[src/rtl/fetch_ctrl.sv]
// Instruction-fetch sequencing controller for the 5-stage RV32I pipeline.
// Drives PC/IF/ID/ID-EX controls from redirect, load-use, imem wait and boot conditions.
module fetch_ctrl #(
  parameter int unsigned BOOT_CYCLES = 4,
  parameter int unsigned CNT_W       = 16
) (
  input  logic             clk,
  input  logic             rst,
  input  logic             PCSel,
  input  logic             ex_mem_read,
  input  logic [4:0]       ex_rd,
  input  logic [4:0]       id_rs1,
  input  logic [4:0]       id_rs2,
  input  logic             imem_ready,
  output logic             imem_req,
  output logic             pc_we,
  output logic             pc_src,
  output logic             ifid_we,
  output logic             ifid_flush,
  output logic             idex_flush,
  output logic [1:0]       state,
  output logic [CNT_W-1:0] stall_cnt,
  output logic [CNT_W-1:0] flush_cnt
);

  localparam int unsigned BW = (BOOT_CYCLES > 1) ? $clog2(BOOT_CYCLES) : 1;
  localparam logic [BW-1:0] BOOT_LAST = BW'(BOOT_CYCLES - 1);

  typedef enum logic [1:0] {
    BOOT    = 2'd0,
    RUN     = 2'd1,
    MEMWAIT = 2'd2,
    FLUSH   = 2'd3
  } state_t;

  state_t        cur_state, next_state;
  logic [BW-1:0] boot_cnt;
  logic          load_use;
  logic          redirect;
  logic          stall_inc;
  logic          flush_inc;

  assign state    = cur_state;
  assign load_use = ex_mem_read && (ex_rd != 5'd0) &&
                    ((ex_rd == id_rs1) || (ex_rd == id_rs2));

  always_ff @(posedge clk) begin
    if (rst) begin
      cur_state <= BOOT;
      boot_cnt  <= '0;
      stall_cnt <= '0;
      flush_cnt <= '0;
    end else begin
      cur_state <= next_state;
      if (cur_state == BOOT && boot_cnt != BOOT_LAST)
        boot_cnt <= boot_cnt + BW'(1);
      if (stall_inc && stall_cnt != '1)
        stall_cnt <= stall_cnt + CNT_W'(1);
      if (flush_inc && flush_cnt != '1)
        flush_cnt <= flush_cnt + CNT_W'(1);
    end
  end

  always_comb begin
    imem_req   = 1'b1;
    pc_we      = 1'b1;
    pc_src     = 1'b0;
    ifid_we    = 1'b1;
    ifid_flush = 1'b0;
    idex_flush = 1'b0;
    next_state = cur_state;
    redirect   = 1'b0;
    stall_inc  = 1'b0;
    flush_inc  = 1'b0;

    case (cur_state)
      BOOT: begin
        imem_req   = 1'b0;
        pc_we      = 1'b0;
        ifid_we    = 1'b0;
        ifid_flush = 1'b1;
        idex_flush = 1'b1;
        if (boot_cnt == BOOT_LAST)
          next_state = RUN;
      end
      RUN: begin
        if (PCSel) begin
          redirect = 1'b1;
        end else if (load_use) begin
          pc_we      = 1'b0;
          ifid_we    = 1'b0;
          idex_flush = 1'b1;
          stall_inc  = 1'b1;
        end else if (!imem_ready) begin
          pc_we      = 1'b0;
          ifid_flush = 1'b1;
          stall_inc  = 1'b1;
          next_state = MEMWAIT;
        end
      end
      MEMWAIT: begin
        if (PCSel) begin
          redirect = 1'b1;
        end else if (!imem_ready) begin
          pc_we      = 1'b0;
          ifid_flush = 1'b1;
          stall_inc  = 1'b1;
        end else begin
          next_state = RUN;
        end
      end
      FLUSH: begin
        ifid_flush = 1'b1;
        if (PCSel) begin
          redirect = 1'b1;
        end else if (!imem_ready) begin
          stall_inc  = 1'b1;
          next_state = MEMWAIT;
        end else begin
          next_state = RUN;
        end
      end
      default: next_state = BOOT;
    endcase

    // Redirect is common to RUN, MEMWAIT and FLUSH; it wins over any stall.
    if (redirect) begin
      pc_src     = 1'b1;
      pc_we      = 1'b1;
      ifid_flush = 1'b1;
      idex_flush = 1'b1;
      flush_inc  = 1'b1;
      stall_inc  = 1'b0;
      next_state = FLUSH;
    end
  end

endmodule

[config.mk]
export PLATFORM = sky130hd
export DESIGN_NAME = fetch_ctrl
export DESIGN_NICKNAME = d
export VERILOG_FILES = /design/src/rtl/fetch_ctrl.sv
export SDC_FILE = /design/constraint.sdc
export NUM_CORES = 1
export LEC_CHECK = 0
export CAP_MARGIN = 20
export CORE_AREA = 2 2 103 55
export CTS_BUF_LIST = sky130_fd_sc_hd__clkbuf_16
export DETAILED_ROUTE_END_ITERATION = 6
export DIE_AREA = 0 0 105 57
export HOLD_SLACK_MARGIN = 0.1
export PLACE_DENSITY = 0.69
export RECOVER_POWER = 50
export SYNTH_ARGS = -nofsm -noshare
export SYNTH_HDL_FRONTEND = slang
export SYNTH_SLANG_ARGS = --single-unit
[constraint.sdc]
create_clock -name clk -period 3.4 [get_ports clk]
set_clock_uncertainty 0.1 [all_clocks]
set_input_delay 0.68 -clock clk [delete_from_list [all_inputs] [get_ports clk]]
set_output_delay 0.68 -clock clk [all_outputs]
set_load 0.01 [all_outputs]
==> results of run 1 <==
[worst max path at each step]
| stage | start | to | slack (ns) | cells after the start |
|---|---|---|---|---|
| finish | ex_rd[1] | pc_we | 0.14 | 7 |
| global route | ex_rd[1] | pc_we | 0.03 | 7 |
| CTS | ex_rd[1] | pc_we | 0.14 | 7 |
| detailed placement | ex_rd[1] | pc_we | -0.15 | 7 |
| global placement | ex_rd[1] | pc_we | -0.09 | 7 |
| floorplan | ex_rd[1] | pc_we | 0.83 | 5 |
[power breakdown]
| part | switching [W] | internal [W] | leakage [nW] | total, W |
|---|---|---|---|---|
| Combinational | 0.000257 | 0.000257 | 0.764 | 0.000514 |
| Sequential | 0.0000256 | 0.000452 | 0.291 | 0.000478 |
| Clock | 0.000168 | 0.000266 | 0.0710 | 0.000433 |
[metal layers]
| layer | share of wire | GRT usage | vias up |
|---|---|---|---|
| li1 | - | - | 990 |
| met1 | 0.56 | 0.271 | 857 |
| met2 | 0.38 | 0.223 | 51 |
| met3 | 0.059 | 0.0526 | 2 |
| met4 | 0.0026 | 0.0343 | 0 |
| met5 | 0 | 0 | - |
[cells by family after synthesis]
logic type	synth area share
AO/OA/AOI/OAI	0.154
XOR/XNOR	0.119
adder cells (fa/ha/maj)	0.0505
buffers and inverters	0.0392
flip-flops	0.364
multiplexers	0.0152
AND/OR/NAND/NOR	0.258
[synthesized netlist by cell type (2+ instances only)]
cell and instances:
o21ai_0 5, a21oi_1 18, nor3_1 2, nand3_1 14
nor2b_1 3, ha_1 8, clkbuf_1 5, xor2_1 14
or3_1 13, and3_1 4, buf_6 2, inv_1 7
nand4_1 8, or4_1 3, or2_2 2, and4_1 2
o21ai_1 12, dfxtp_1 36, buf_2 2, nor2_1 27
a221oi_1 2, o31ai_1 3, xnor2_1 13, mux2i_1 3
nand2_1 20, a31oi_1 2
[cell type report]
type	count	area (sq um)
clock inverters	3	13.8
fillers	499	2320
well taps	73	91.3
flip-flops and latches	36	721
multi-input cells	189	1200
clock buffers	5	125
repair buffers	71	684
inverters	7	26.3
[through the flow]
step           instances  setup WS, ns  TNS [ns]
6_report             384         0.137         0
5_1_grt              384        0.0303         0
4_1_cts              384         0.135         0
3_5_place_dp         376        -0.149    -0.291
3_3_place_gp         376       -0.0882    -0.155
2_1_floorplan        241         0.828         0
[placed cells by master (no fill, tap or decap), types with 10 or more instances in the layout]
| cell type | instances |
|---|---|
| dlygate4sd3_1 | 35 |
| clkdlybuf4s50_1 | 20 |
| dfxtp_1 | 36 |
| o21ai_1 | 12 |
| or3_1 | 13 |
| a21oi_1 | 18 |
| xor2_1 | 14 |
| nor2_1 | 27 |
| buf_4 | 10 |
| xnor2_1 | 12 |
| nand2_1 | 20 |
| nand3_1 | 14 |
[flip-flops by register name, indices dropped and copies added, names as in the netlist]
name and cells:
boot_cnt 2, stall_cnt 16, flush_cnt 16, state 2
[worst min-delay path, stage by stage (launching register included)]
cell and delay [ns]:
dfxtp_1 0.31, o21ai_0 0.07, a21oi_1 0.07
==> qor.yml, run 1 <==
worst_hold_path:
  hold_path.class: "reg2reg"
  hold_start: "boot_cnt[1]$_SDFFE_PP0P_"
  holdPathStages: 2
  holdPathEnd: "boot_cnt[1]$_SDFFE_PP0P_"
clock_tree:
  cts_htree_levels: 2
  cts_buffers: 5
  cts_resized: 6
  cts.clk_slew.worst_paths_ns: 0.05
  ctsHoldBuffers: 0
  cts_sinks: 36
  clk_latency_ns: 0.28
  post_cts_buffers: 0
  cts_root_buf: "clkbuf_16"
  max-clock-path-buffers: 2
  cts_tree: "yes"
critical_path:
  critPathMaxFanout: 3
  cp_slowest_stage_delay_ns: 0.54
  criticalPathCategory: "in2out"
  crit_chain: "clkdlybuf4s50_1 -> or4_1 -> o21a_1 -> nand2_1 -> o21ai_0 -> a2bb2oi_1 -> dlygate4sd2_1"
  cp_top_family: "buffers and inverters"
  r2r_slack_ns: 0.92
  rr_worst_depth: 9
  crit_slowest_cell: "or4_1"
  cp-start-kind: "input port"
  rr_endpoint: "stall_cnt[13]$_SDFFE_PP0P_"
  timing.rr.start: "state[1]$_SDFFE_PP0P_"
  worst-path-buf-inv: 2
  cp-end-kind: "primary output"
  worstPathRequired_ns: 2.62
  critPathArrivalTime_ns: 2.48
synth:
  ys_ff_latch: 36
  synth_top_cell_by_area: "dfxtp_1"
  syn_area_sq_mm: 0.00198
  synthArstFlopShare: 0
  synth-edff-count: 0
  yosysSeqAreaShare: 0.364
  ys.flop_type: "dfxtp_1"
  synth_fp_nets: 269
  yosys.area.top_type_share: 0.364
  avgSynthCellArea_sq_um: 8.22
  synth_area_leaders: "dfxtp_1 (36%), xor2_1 (6.2%), xnor2_1 (5.7%)"
  synth_cell_types: 37
  synth_cells: 241
  yosysWarnings: 0
floorplan:
  initial_core_util: 0.382
  die_y_um: 57
  coreArea_sq_mm: 0.00518
  die_area_sq_mm: 0.00599
  io_pins: 60
  die_w_um: 105
  rows: 19
timing:
  drv_slew: 37
  slew_headroom: -0.0598
  timing.final.crit_period_ns: 3.26
  setup_violations: 0
  rsz0062_at_grt: "no"
  fmax_ghz: 0.306
  finalCritPeriodShare: 0.960
  timing.hold.ws_ns: 0.391
  worst_pin_slew_ns: 1.59
  hold_viol: 0
detailed_routing:
  ant_nets: 0
  drc_errors: 0
  route.vias.total: 1900
  drt-total-wl_um: 4910
  drt_iter0_drc: 98
  wl_per_cell_um: 12.8
  first_pass_iters: 4
  avgViaCountPerCell: 4.95
power:
  vdd_ir_drop_max_v: 0.000192
  powerDensity_mw_per_mm2: 498
  p_total_w: 0.00142
  leakage_nw: 1.13
global_routing:
  grt_pass1_wl_um: 8160
  first_global_vias: 1598
  antenna_found_initial: 0
  overflow: 0
  grt_start_max_net_pins: 37
  track_usage: 0.171
cells_and_area:
  final_area_sq_mm: 0.00286
  syn_to_final_growth_pct: 44.3
  utilization: 0.551
  drive_gt1_frac: 0.0804
  finish.net_count: 338
  n_antenna_cell: 0
placement:
  hpwl_um: 3680
  gp_congestion: 0.812
  placed_cell_area_sq_mm: 0.00271
  port_buffers: 59
run:
  drv_cap: 1
run_status:
  status: "finished, violations left"
  violations: "capacitance limit, slew limit"
Power figures use the tool's default switching activity.
==> run 2, diff against run 1 <==
--- a/config.mk
+++ b/config.mk
@@ -6,12 +6,14 @@
 export NUM_CORES = 1
 export LEC_CHECK = 0
 export CAP_MARGIN = 20
-export CORE_AREA = 2 2 103 55
+export CELL_PAD_IN_SITES_DETAIL_PLACEMENT = 1
+export CELL_PAD_IN_SITES_GLOBAL_PLACEMENT = 1
+export CORE_AREA = 2 2 108 58
 export CTS_BUF_LIST = sky130_fd_sc_hd__clkbuf_16
 export DETAILED_ROUTE_END_ITERATION = 6
-export DIE_AREA = 0 0 105 57
+export DIE_AREA = 0 0 110 60
 export HOLD_SLACK_MARGIN = 0.1
-export PLACE_DENSITY = 0.69
+export PLACE_DENSITY = 0.82
 export RECOVER_POWER = 50
 export SYNTH_ARGS = -nofsm -noshare
 export SYNTH_HDL_FRONTEND = slang
==> qor.yml, run 2 (synthesized netlist as in run 1, its figures left out) <==
worst_hold_path:
  holdPathStages: 2
  hold_start: "stall_cnt[6]$_SDFFE_PP0P_"
  hold_path.class: "reg2reg"
  holdPathEnd: "stall_cnt[6]$_SDFFE_PP0P_"
critical_path:
  r2r_slack_ns: 0.86
  worstPathRequired_ns: 2.62
  critPathArrivalTime_ns: 2.48
  cp-start-kind: "input port"
  criticalPathCategory: "in2out"
  rr_endpoint: "stall_cnt[6]$_SDFFE_PP0P_"
  timing.rr.start: "state[1]$_SDFFE_PP0P_"
  cp-end-kind: "primary output"
  crit_chain: "clkdlybuf4s50_1 -> or4_1 -> o21a_1 -> nand2_2 -> o21ai_0 -> a2bb2oi_1 -> dlygate4sd2_1"
  crit_slowest_cell: "or4_1"
  cp_slowest_stage_delay_ns: 0.52
  critPathMaxFanout: 3
  rr_worst_depth: 9
  startpoint: "ex_rd[2]"
floorplan:
  die_y_um: 60
  initial_core_util: 0.346
  die_w_um: 110
  rows: 20
  io_pins: 60
  die_area_sq_mm: 0.00660
  coreArea_sq_mm: 0.00573
clock_tree:
  max-clock-path-buffers: 2
  ctsHoldBuffers: 0
  clk_latency_ns: 0.28
  cts_resized: 5
  cts_buffers: 5
  cts_sinks: 36
  cts.clk_slew.worst_paths_ns: 0.06
  post_cts_buffers: 0
  cts_htree_levels: 2
  cts_tree: "yes"
  cts_root_buf: "clkbuf_16"
cells_and_area:
  syn_to_final_growth_pct: 43.4
  fill_cells: 709
  finish.net_count: 338
  ff_latch_area_sq_um: 721
  drive_gt1_frac: 0.0774
  mostFrequentLayoutCells: "dfxtp_1 (36), dlygate4sd3_1 (34), nor2_1 (27)"
  n_antenna_cell: 0
  final_common_cell: "dfxtp_1"
  top_regs: "flush_cnt: 16 flops, stall_cnt: 16 flops"
  multiInputGateArea_sq_mm: 0.00119
detailed_routing:
  wl_met3_um: 217
  ant_nets: 0
  met1Wirelength_um: 3130
  dr_wl_met2_um: 2440
  first_pass_iters: 4
  wl_per_cell_um: 15.1
  drt-total-wl_um: 5850
  drt_iter0_drc: 82
  route.vias.total: 1995
  top_layer: "met4"
  drc_errors: 0
  avgViaCountPerCell: 5.16
power:
  p_total_w: 0.00146
  leakage_nw: 1.11
  vdd_ir_drop_max_v: 0.000251
  powerDensity_mw_per_mm2: 513
global_routing:
  overflow: 0
  track_usage: 0.189
  grt_start_max_net_pins: 37
  grt_pass1_wl_um: 9480
  antenna_found_initial: 0
  first_global_vias: 1861
placement:
  port_buffers: 59
  gp_congestion: 0.880
  hpwl_um: 4350
timing:
  slew_headroom: 0.606
  finalCritPeriodShare: 0.959
  drv_slew: 0
  setup_violations: 0
  worst_pin_slew_ns: 0.591
  fmax_ghz: 0.307
  timing.hold.ws_ns: 0.402
  timing.final.crit_period_ns: 3.26
  hold_viol: 0
  rsz0062_at_grt: "no"
run_status:
  status: "finished, final reports clean"
run:
  drv_cap: 0
[run 2: how the worst max path moves through the flow]
stage	to	slack (ns)	cells after the start
finish	pc_we	0.14	7
CTS	pc_we	0.11	7
global placement	pc_we	-0.09	7
global route	pc_we	0.02	7
floorplan	pc_we	0.83	5
detailed placement	pc_we	-0.17	7
[run 2: per-layer routing]
metal | track usage | up-vias
met1 | 0.289 | 960
met2 | 0.263 | 34
li1 | - | 993
met4 | 0.0542 | 0
met5 | 0 | -
met3 | 0.0393 | 8
[run 2: power breakdown]
group | switching (W) | internal (W) | total, W
sequential | 0.0000264 | 0.000452 | 0.000478
clock | 0.000178 | 0.000263 | 0.000441
combinational | 0.000284 | 0.000253 | 0.000537
[run 2: area by class of cell]
type / count / share of cell area
repair buffers: 71 / 0.237
well taps: 77 / 0.0339
inverters: 7 / 0.00925
clock inverters: 2 / 0.00308
clock buffers: 5 / 0.0441
multi-input cells: 189 / 0.419
flip-flops and latches: 36 / 0.254
[run 2: per-stage QoR]
stage | std cells | cell area, sq um | utilization | setup WS [ns] | setup TNS, ns
floorplan | 241 | 1980 | - | 0.828 | 0
finish | 387 | 2840 | 0.496 | 0.138 | 0
CTS | 387 | 2840 | 0.496 | 0.114 | 0
detailed placement | 380 | 2710 | 0.472 | -0.170 | -0.400
global placement | 380 | 2710 | 0.472 | -0.0901 | -0.116
global route | 387 | 2840 | 0.496 | 0.0191 | 0
[run 2: worst max-delay path: cells and delay by family]
family | cells | cell delay (ns)
AOI/OAI and AO/OA | 3 | 0.46
buffers and inverters | 2 | 0.72
and+or+nand+nor | 2 | 0.63
